--- src/rtl/fifo_pkg.sv ---
// Shared constants and helpers for the packet FIFO family.
package fifo_pkg;

   localparam int PKT_W = 10;

   // Pointer width: one extra MSB so that full and empty are distinguishable.
   function automatic int ptr_w(input int depth);
      return $clog2(depth) + 1;
   endfunction

endpackage

--- src/rtl/param_sync_fifo_if.sv ---
// Handshake and status bundle between the packet producer/consumer and the FIFO.
interface param_sync_fifo_if
   import fifo_pkg::*;
#(
   parameter int WIDTH = PKT_W,
   parameter int DEPTH = 16
);
   logic [WIDTH-1:0]        din;
   logic                    we;
   logic                    re;
   logic                    flush;
   logic                    clr_err;
   logic [WIDTH-1:0]        dout;
   logic                    dout_valid;
   logic                    full;
   logic                    empty;
   logic                    almost_full;
   logic                    almost_empty;
   logic [ptr_w(DEPTH)-1:0] count;
   logic                    overflow;
   logic                    underflow;

   modport master (
      output din, we, re, flush, clr_err,
      input  dout, dout_valid, full, empty, almost_full, almost_empty,
             count, overflow, underflow
   );

   modport slave (
      input  din, we, re, flush, clr_err,
      output dout, dout_valid, full, empty, almost_full, almost_empty,
             count, overflow, underflow
   );
endinterface

--- src/rtl/fifo_ram.sv ---
// Register-array storage: synchronous write port, asynchronous read address.
module fifo_ram #(
   parameter int WIDTH = 10,
   parameter int DEPTH = 16
) (
   input  logic                     clk,
   input  logic                     we,
   input  logic [$clog2(DEPTH)-1:0] waddr,
   input  logic [WIDTH-1:0]         wdata,
   input  logic [$clog2(DEPTH)-1:0] raddr,
   output logic [WIDTH-1:0]         rdata
);
   logic [WIDTH-1:0] mem [DEPTH];

   // NOTE: storage has no reset; valid/empty tracking guarantees stale words are never consumed.
   always_ff @(posedge clk) begin
      if (we) mem[waddr] <= wdata;
   end

   assign rdata = mem[raddr];
endmodule

--- src/rtl/param_sync_fifo.sv ---
// Parameterised single-clock packet FIFO with occupancy, threshold flags,
// selectable FWFT/registered read, synchronous flush and sticky error flags.
module param_sync_fifo
   import fifo_pkg::*;
#(
   parameter int WIDTH     = PKT_W,
   parameter int DEPTH     = 16,
   parameter int FWFT      = 1,
   parameter int AF_THRESH = DEPTH - 2,
   parameter int AE_THRESH = 2
) (
   input  logic               clk,
   input  logic               rst,
   param_sync_fifo_if.slave   bus
);
   localparam int PW = ptr_w(DEPTH);
   localparam int AW = PW - 1;

   if (DEPTH < 4 || (DEPTH & (DEPTH - 1)) != 0) begin : g_bad_depth
      $error("param_sync_fifo: DEPTH must be a power of two and at least 4");
   end
   if (AF_THRESH < 0 || AF_THRESH > DEPTH || AE_THRESH < 0 || AE_THRESH > DEPTH) begin : g_bad_thresh
      $error("param_sync_fifo: thresholds must lie within 0..DEPTH");
   end

   logic [PW-1:0]    wr_ptr;
   logic [PW-1:0]    rd_ptr;
   logic [PW-1:0]    count;
   logic             full;
   logic             empty;
   logic             push;
   logic             pop;
   logic             overflow;
   logic             underflow;
   logic [WIDTH-1:0] rd_data;

   // Occupancy falls out of the pointer difference; the MSB makes DEPTH representable.
   assign count = wr_ptr - rd_ptr;
   assign empty = (wr_ptr == rd_ptr);
   assign full  = (count == PW'(DEPTH));

   assign push = bus.we & ~full  & ~bus.flush;
   assign pop  = bus.re & ~empty & ~bus.flush;

   fifo_ram #(
      .WIDTH (WIDTH),
      .DEPTH (DEPTH)
   ) u_ram (
      .clk   (clk),
      .we    (push),
      .waddr (wr_ptr[AW-1:0]),
      .wdata (bus.din),
      .raddr (rd_ptr[AW-1:0]),
      .rdata (rd_data)
   );

   // NOTE: sequential state uses non-blocking assignments so every flop samples pre-edge values.
   always_ff @(posedge clk) begin
      if (rst) begin
         wr_ptr    <= '0;
         rd_ptr    <= '0;
         overflow  <= 1'b0;
         underflow <= 1'b0;
      end else begin
         if (bus.flush) begin
            wr_ptr <= '0;
            rd_ptr <= '0;
         end else begin
            if (push) wr_ptr <= wr_ptr + PW'(1);
            if (pop)  rd_ptr <= rd_ptr + PW'(1);
         end
         // Set has priority over clear so a same-cycle error is never lost.
         if (bus.we & full & ~bus.flush) overflow <= 1'b1;
         else if (bus.clr_err)           overflow <= 1'b0;
         if (bus.re & empty & ~bus.flush) underflow <= 1'b1;
         else if (bus.clr_err)            underflow <= 1'b0;
      end
   end

   if (FWFT != 0) begin : g_fwft
      // Head word is shown directly; forced to zero while there is nothing to show.
      assign bus.dout       = empty ? '0 : rd_data;
      assign bus.dout_valid = ~empty;
   end else begin : g_registered
      logic [WIDTH-1:0] dout_q;
      logic             valid_q;

      always_ff @(posedge clk) begin
         if (rst) begin
            dout_q  <= '0;
            valid_q <= 1'b0;
         end else begin
            valid_q <= pop;
            if (pop) dout_q <= rd_data;
         end
      end

      assign bus.dout       = dout_q;
      assign bus.dout_valid = valid_q;
   end

   assign bus.count        = count;
   assign bus.full         = full;
   assign bus.empty        = empty;
   assign bus.almost_full  = (count >= PW'(AF_THRESH));
   assign bus.almost_empty = (count <= PW'(AE_THRESH));
   assign bus.overflow     = overflow;
   assign bus.underflow    = underflow;
endmodule

--- src/flat_wrapper.sv ---
// flat-port wrapper written by rule: the top's interface ports become plain ports
module param_sync_fifo_flat import fifo_pkg::*;
#(
   parameter int WIDTH     = PKT_W,
   parameter int DEPTH     = 16,
   parameter int FWFT      = 1,
   parameter int AF_THRESH = DEPTH - 2,
   parameter int AE_THRESH = 2
)
  (clk, rst, bus_din, bus_we, bus_re, bus_flush, bus_clr_err, bus_dout, bus_dout_valid, bus_full, bus_empty, bus_almost_full, bus_almost_empty, bus_count, bus_overflow, bus_underflow);
  param_sync_fifo_if #(.WIDTH(WIDTH), .DEPTH(DEPTH)) bus_i ();
  input  logic clk;
  input  logic rst;
  input wire logic [$bits(bus_i.din)-1:0] bus_din;
  input wire logic [$bits(bus_i.we)-1:0] bus_we;
  input wire logic [$bits(bus_i.re)-1:0] bus_re;
  input wire logic [$bits(bus_i.flush)-1:0] bus_flush;
  input wire logic [$bits(bus_i.clr_err)-1:0] bus_clr_err;
  output wire logic [$bits(bus_i.dout)-1:0] bus_dout;
  output wire logic [$bits(bus_i.dout_valid)-1:0] bus_dout_valid;
  output wire logic [$bits(bus_i.full)-1:0] bus_full;
  output wire logic [$bits(bus_i.empty)-1:0] bus_empty;
  output wire logic [$bits(bus_i.almost_full)-1:0] bus_almost_full;
  output wire logic [$bits(bus_i.almost_empty)-1:0] bus_almost_empty;
  output wire logic [$bits(bus_i.count)-1:0] bus_count;
  output wire logic [$bits(bus_i.overflow)-1:0] bus_overflow;
  output wire logic [$bits(bus_i.underflow)-1:0] bus_underflow;
  assign bus_i.din = bus_din;
  assign bus_i.we = bus_we;
  assign bus_i.re = bus_re;
  assign bus_i.flush = bus_flush;
  assign bus_i.clr_err = bus_clr_err;
  assign bus_dout = bus_i.dout;
  assign bus_dout_valid = bus_i.dout_valid;
  assign bus_full = bus_i.full;
  assign bus_empty = bus_i.empty;
  assign bus_almost_full = bus_i.almost_full;
  assign bus_almost_empty = bus_i.almost_empty;
  assign bus_count = bus_i.count;
  assign bus_overflow = bus_i.overflow;
  assign bus_underflow = bus_i.underflow;
  param_sync_fifo #(.WIDTH(WIDTH), .DEPTH(DEPTH), .FWFT(FWFT), .AF_THRESH(AF_THRESH), .AE_THRESH(AE_THRESH)) u_core (.clk(clk), .rst(rst), .bus(bus_i));
endmodule
--- config.mk ---
export PLATFORM = sky130hd
export DESIGN_NAME = param_sync_fifo_flat
export DESIGN_NICKNAME = d
export VERILOG_FILES = /design/src/rtl/fifo_pkg.sv /design/src/rtl/param_sync_fifo_if.sv /design/src/rtl/fifo_ram.sv /design/src/rtl/param_sync_fifo.sv /design/src/flat_wrapper.sv
export SDC_FILE = /design/constraint.sdc
export NUM_CORES = 1
export LEC_CHECK = 0
export ABC_AREA = 1
export BUFFER_PORTS_ARGS = -buffer_cell sky130_fd_sc_hd__buf_2
export CORE_AREA = 2 2 117 119
export DETAILED_ROUTE_END_ITERATION = 10
export DIE_AREA = 0 0 119 121
export PLACE_DENSITY = 0.85
export SYNTH_ARGS = -nofsm -noshare
export SYNTH_HDL_FRONTEND = slang
export SYNTH_HIERARCHICAL = 1
export SYNTH_SLANG_ARGS = --single-unit
--- constraint.sdc ---
create_clock -name clk -period 3.2 [get_ports clk]
set_input_delay 0.32 -clock clk [delete_from_list [all_inputs] [get_ports clk]]
set_output_delay 0.32 -clock clk [all_outputs]
set_load 0.05 [all_outputs]
==> results of run 1 <==
state kept, by name, indices dropped and copies added (netlist names):
register and cells:
u_core/rd_ptr 5, u_core/bus.overflow 1, u_core/bus.underflow 1, u_core/wr_ptr 5, u_core/u_ram/mem 160
layer usage:
layer  vias to the layer above  part of all wire [%]  global-route usage [%]
met1                      2652                    39                    33.9
met4                         0                   3.3                    13.2
met3                        47                   8.1                    5.26
met2                       307                    49                    45.7
met5                         -                     0                       0
li1                       2684                     -                       -
worst paths after layout:
kind | endpoint | slack, ns | startpoint | depth (start not counted)
max | bus_almost_empty | 0.27 | u_core/wr_ptr[0] | 8
max reg2reg | u_core/u_ram/mem[5][3] | 0.36 | u_core/wr_ptr[0] | 12
min reg2reg | u_core/bus.overflow | 0.47 | u_core/bus.overflow | 2
min | u_core/bus.underflow | 0.07 | rst | 2
placed cells by master, fill, tap and decap left out, drive strengths merged:
cell / Yosys / final
nor3b: 1 / 1
clkbuf: 5 / 17
a31o: 1 / 1
dfxtp: 12 / 12
fa: 1 / 1
xnor2: 2 / 2
a21oi: 11 / 11
nand3b: 4 / 4
clkinvlp: 0 / 2
nand2: 241 / 241
o21ai: 4 / 4
nor2: 34 / 34
nor3: 3 / 3
bufinv: 0 / 2
nand3: 135 / 135
xor2: 4 / 4
clkinv: 1 / 8
ha: 6 / 6
buf: 27 / 62
inv: 158 / 162
edfxtp: 160 / 160
kinds of logic (layout without fill, tap and decap cells):
| kind of cell | count (synthesis) | count (layout) | share of synthesized area (%) |
|---|---|---|---|
| adder cells (fa/ha/maj) | 7 | 7 | 1.21 |
| buffers and inverters | 191 | 253 | 10.2 |
| AND/OR/NAND/NOR | 418 | 418 | 22.9 |
| flip-flops | 172 | 172 | 64.0 |
| AO/OA/AOI/OAI | 16 | 16 | 1.06 |
| XOR/XNOR | 6 | 6 | 0.666 |
metrics by stage:
stage / instance area [um2] / hold slack (ns) / setup slack, ns
final: 8880 / 0.0669 / 0.275
after global routing: 8880 / 0.0689 / 0.143
after CTS: 8880 / 0.0533 / 0.271
after detailed placement: 8290 / 0.458 / 0.465
after global placement: 8290 / 0.454 / 0.553
after floorplan: 7890 / 0.389 / 0.129
power groups by stage:
stage               clock network, W  logic, W  registers, W
finish                       0.00204  0.000233       0.00247
global route                 0.00214  0.000251       0.00247
CTS                          0.00205  0.000233       0.00247
detailed placement                 0  0.000231       0.00252
global placement                   0  0.000226       0.00252
floorplan                          0  0.000139       0.00252
final cells by class:
class	instances	share of cell area (%)
clock buffers	17	4.79
clock inverters	15	1.87
inverters	159	6.81
multi-input cells	447	23.0
flip-flops and latches	172	56.8
well taps	176	2.48
repair buffers	62	4.20
==> key figures, run 1 <==
Outcome
  • Outcome: finished clean

Global routing
  • First-pass GRT wire length: 28700 um
  • Largest net degree at the start of global routing: 81
  • Initial antenna violation count: 0
  • Number of global-route vias before repair: between 5000 and 6000
  • Gr ovfl total: 0
  • Tot GR Track Use: approximately 27%

Synthesis
  • Yosys Warn Count: 6
  • Synth area leaders: edfxtp_1, nand2_1, nand3_1
  • Netlist Area Pre-Place: between 7000 and 8000 um2
  • Cell taking the most area after synthesis: edfxtp_1
  • Top post-synthesis cells by count: nand2_1, edfxtp_1, inv_1, nand3_1, nor2_1
  • Syn_area_per_cell: ~9.7 um2
  • Sequential share of the synthesized area: between 60% and 70%
  • Area fraction of the dominant cell type after synthesis: 60.9%
  • Main synth FF type: edfxtp_1
  • Register bit total from synthesis: between 150 and 200
  • Synth cell types: 32
  • Number of synthesized flops with an enable pin: 160
  • Syn_nets: 833
  • Count leader, synth: nand2_1
  • Share of synthesized registers carrying an async set or reset: 0%
  • Gate Count Post-Synth: 810

Power
  • Total Power: ~0.0047 W
  • Leak pwr: around 4 nW
  • Pwr per Cell Area: roughly 530 nW/um2
  • NetSw: approximately 0.0011 W
  • Pint: 0.00368 W
  • Clock share of power: around 43%
  • Logic pwr share: under 10%
  • Max VDD drop: approximately 350 uV
  • Net Sw Frac: approximately 22%
  • Part of the power in registers: a little over half

Critical path
  • Setup crit end kind: output port
  • CP max FO: 8
  • Critical Path RT: around 2.9 ns
  • Slowest CP cell: dfxtp_1
  • CP Buf/Inv Count: 2
  • Kind of critical path: reg2out
  • Crit path launch type: flop
  • Worst path max stage delay: between 0.4 and 0.5 ns
  • Delay-heaviest family, CP: adder cells
  • Critical-path cell list: inv_1, ha_1, fa_1, nand3b_1, nand3_1, nand2_4, nor3_1, buf_2
  • Worst EP arrival: roughly 2.6 ns

CTS
  • Clock Tree Root: clkbuf_16
  • Hold-fix buffers at CTS: 0
  • Setup Buffers After CTS: 0
  • H-tree levels: 4
  • Num CTS Buffers: 17
  • Clk sinks: between 150 and 200
  • Skew-Pair Late Insertion Delay: 0.43 ns
  • Clock buffer depth: 2
  • Clk slew on worst S/H paths: 0.07 ns
  • CTS tree: yes
  • CTS resizes: 0

Floorplan
  • Initial Utilization: between 60% and 70%
  • CORE AREA: ~13000 um2
  • Die Y: about 120 um
  • Die Footprint: ~14000 um2
  • Io pins: 38
  • Row Count: 42
  • Die Width: ~120 um

Timing
  • Slew Limit Fails: 0
  • Worst slew margin: between 40% and 50%
  • Worst Skew: 0.00520 ns
  • Hold Fails Final Rpt: 0
  • Setup Total Neg Slack: 0 ns
  • Minimum clock period: 2.93 ns
  • RSZ-0062 raised after global routing: no
  • Final setup fails: 0
  • Slew @ Worst Pin: between 0.7 and 0.8 ns
  • Peak Freq: 0.342 GHz
  • Fin crit share: between 90% and 100%

Finish
  • Sequential Area: ~5000 um2
  • Multi-input gate area: 2040 um2
  • Inserted Diodes: 0
  • Layout Nets: 882
  • Area Growth Syn to Fin: 12.6%
  • Post-layout util: 67.9%
  • Share of cells above drive strength 1: about 13%
  • Final cell count without fillers: 1048
  • # fillers: about 950

Drt
  • Vias/cell: roughly 5.4
  • Via Count: 5690
  • Drt drc: 0
  • DR iter-0 viols: 740
  • DR WL/cell: between 15 and 20 um
  • Remaining antenna violation count after routing: 0
  • First-pass DRT Iterations: 5
  • Final WL: 18500 um

Run
  • Max-cap violations: 0

Placed design
  • Placed cells: between 1000 and 1500
  • GP Congestion: just over 0.9
  • # port buffers: 37
  • Placed wire-length estimate: 11600 um

Min path
  • Hold Crit Class: in2reg
Power figures use the tool's default switching activity.
==> run 2, diff against run 1 <==
--- a/config.mk
+++ b/config.mk
@@ -8,8 +8,10 @@
 export ABC_AREA = 1
 export BUFFER_PORTS_ARGS = -buffer_cell sky130_fd_sc_hd__buf_2
-export CORE_AREA = 2 2 117 119
+export CELL_PAD_IN_SITES_DETAIL_PLACEMENT = 1
+export CELL_PAD_IN_SITES_GLOBAL_PLACEMENT = 1
+export CORE_AREA = 2 2 127 129
 export DETAILED_ROUTE_END_ITERATION = 10
-export DIE_AREA = 0 0 119 121
-export PLACE_DENSITY = 0.85
+export DIE_AREA = 0 0 129 131
+export PLACE_DENSITY = 0.9
 export SYNTH_ARGS = -nofsm -noshare
 export SYNTH_HDL_FRONTEND = slang
==> constraint.sdc (replaced) <==
create_clock -name clk -period 3.5 [get_ports clk]
set_input_delay 1.05 -clock clk [delete_from_list [all_inputs] [get_ports clk]]
set_output_delay 1.05 -clock clk [all_outputs]
set_load 0.05 [all_outputs]
==> run 2 against run 1 <==
Register-to-register slack gained 0.16 ns. Routed wire length is 19% higher. Largest power group unchanged. Worst setup slack worse by 0.22 ns. Sequential cell count stayed put. Worst hold slack better by 0.41 ns.
==> key figures, run 2 (synthesis gave the netlist of run 1 again) <==
Floorplan
  • Row Count: between 40 and 50
  • Die Y: 131 um
  • Initial Utilization: 50.6%
  • CORE AREA: between 15000 and 20000 um2
  • Die Width: around 130 um
  • Die Footprint: ~17000 um2
  • Io pins: 38

Finish
  • Inserted Diodes: 0
  • # fillers: between 1500 and 2000
  • Share of cells above drive strength 1: 12.9%
  • Area Growth Syn to Fin: 13.9%
  • Commonest non-fill, non-tap cell in the layout: nand2_1
  • Max reg flops: 160
  • Layout Nets: 884
  • Design area: between 8000 and 9000 um2
  • Biggest regs: u_core/u_ram/mem: 160 flops, u_core/rd_ptr: 5 flops, u_core/wr_ptr: 5 flops
  • Largest register by flop count: u_core/u_ram/mem
  • Most frequent cells in the layout: nand2_1, edfxtp_1, inv_1

Timing
  • Final setup fails: 0
  • Slew @ Worst Pin: just under 0.9 ns
  • Setup Total Neg Slack: 0 ns
  • Peak Freq: 0.291 GHz
  • Setup ws final: between 0.05 and 0.06 ns
  • Slew Limit Fails: 0
  • Worst slew margin: 40.3%
  • Minimum clock period: between 3 and 4 ns
  • Hold Fails Final Rpt: 0
  • WHS: 0.474 ns
  • Fin crit share: between 90% and 100%
  • Worst Skew: slightly above 0.008 ns

Placed design
  • Placed Area: approximately 8400 um2
  • Setup WS pre-CTS: about 0.34 ns
  • GP Congestion: 0.804
  • # port buffers: 37
  • Placed wire-length estimate: 13000 um

CTS
  • Num CTS Buffers: 17
  • Clock Tree Root: clkbuf_16
  • Clk slew on worst S/H paths: around 0.06 ns
  • H-tree levels: 4
  • CTS tree: yes
  • Skew-Pair Late Insertion Delay: between 0.4 and 0.5 ns
  • Clock buffer depth: 2
  • Hold-fix buffers at CTS: 0
  • Clk sinks: 172

Global routing
  • First-pass GRT wire length: approximately 33000 um
  • Gr ovfl total: 0
  • Number of global-route vias before repair: approximately 6100
  • Largest net degree at the start of global routing: 81
  • Tot GR Track Use: between 20% and 30%
  • Initial antenna violation count: 0

Min path
  • Hold Crit Class: reg2reg
  • Hold Path Origin: u_core/bus.overflow
  • Worst Hold End: u_core/bus.overflow
  • Hold path depth: 2

Critical path
  • Reg2reg start: u_core/wr_ptr[0]
  • Crit path launch type: flop
  • Worst EP arrival: 2.39 ns
  • Flop2flop setup slack: 0.52 ns
  • Worst reg2reg path endpoint: u_core/u_ram/mem[8][6]
  • R2R cell count: 12
  • Critical Path RT: between 2 and 2.5 ns
  • CP max FO: 24
  • Setup crit end kind: output port
  • Kind of critical path: reg2out

Drt
  • Remaining antenna violation count after routing: 0
  • First-pass DRT Iterations: 7
  • Vias/cell: roughly 5.4
  • Final WL: approximately 22000 um
  • DR iter-0 viols: roughly 640
  • Drt drc: 0
  • Via Count: roughly 5900
  • DR WL/cell: 20.1 um

Power
  • Clock share of power: about two fifths
  • Pwr per Cell Area: 467 nW/um2
  • NetSw: 0.000932 W
  • Pint: 0.00326 W
  • Part of the power in registers: between 50% and 60%
  • Net Sw Frac: 22.2%
  • Logic pwr share: 5.1%
  • Max VDD drop: roughly 300 uV
  • Leak pwr: between 3 and 4 nW

Outcome
  • Outcome: finished clean

Run
  • Max-cap violations: 0
==> run 2: cell types whose count changed in the layout (fill, tap and decap cells not counted), moves of 2 or more <==
cell / previous run / this run
clkinv_1: 2 / 8
clkinv_4: 6 / 1
dfxtp_1: 10 / 8
clkinvlp_4: 2 / 5
dfxtp_4: 0 / 2
inv_6: 5 / 0
buf_2: 37 / 35
==> run 2: cell type report <==
cell class                      count  area (um2)  share of cell area, %
Tap cell                          216         270                   3.01
Clock inverter                     15         108                   1.20
Clock buffer                       17         425                   4.74
Timing Repair Buffer               64         447                   4.97
Inverter                          159         626                   6.97
Multi-Input combinational cell    447        2050                   22.8
Sequential cell                   172        5050                   56.3
==> run 2: layer usage <==
metal | part of all wire, % | GRT usage (%) | vias up | routed length [um]
met3 | 6.2 | 4.85 | 53 | 1350
met2 | 51 | 46.1 | 273 | 11100
met1 | 40 | 32.9 | 2909 | 8810
met5 | 0 | 0 | - | 0
li1 | - | - | 2693 | -
met4 | 3.0 | 11.4 | 0 | 663
==> run 2: power by group through the flow <==
stage / registers, W / logic, W / clock network [W]
global placement: 0.00230 / 0.000198 / 0
finish: 0.00226 / 0.000214 / 0.00172
global route: 0.00226 / 0.000231 / 0.00181
floorplan: 0.00231 / 0.000128 / 0
detailed placement: 0.00230 / 0.000206 / 0
CTS: 0.00226 / 0.000210 / 0.00174
==> run 2: per-stage QoR <==
step | std cells | total power, W | util, %
after floorplan | 810 | 0.00243 | -
after global placement | 1057 | 0.00250 | 53.7
after detailed placement | 1057 | 0.00251 | 53.7
after CTS | 1089 | 0.00421 | 57.1
after global routing | 1090 | 0.00430 | 57.6
final | 1090 | 0.00419 | 57.6
==> run 2: worst max path at each step <==
stage | start | to
2_1_floorplan | u_core/wr_ptr[0] | bus_dout[0]
3_3_place_gp | u_core/wr_ptr[0] | bus_full
3_5_place_dp | u_core/wr_ptr[0] | bus_full
4_1_cts | u_core/rd_ptr[0] | bus_dout[9]
5_1_grt | u_core/rd_ptr[0] | bus_dout[9]
6_report | u_core/rd_ptr[1] | bus_dout[9]
==> run 2: what timing repair did <==
item / 4_1_cts / 5_1_grt
endpoints found under the setup margin: 4 / 8
buffers inserted: 0 / 0
hold endpoints to repair: 0 / 0
resized for setup: 3 / 10
cloned: 0 / 1
==> run 2: critical path: stages (launching register included) <==
cell and delay [ns]:
dfxtp_2 0.37, inv_2 0.33, buf_12 0.24, nand3_1 0.12, nand3_1 0.11, nand3_1 0.16, nand2_1 0.12, inv_1 0.05
nor2_1 0.17, buf_2 0.30
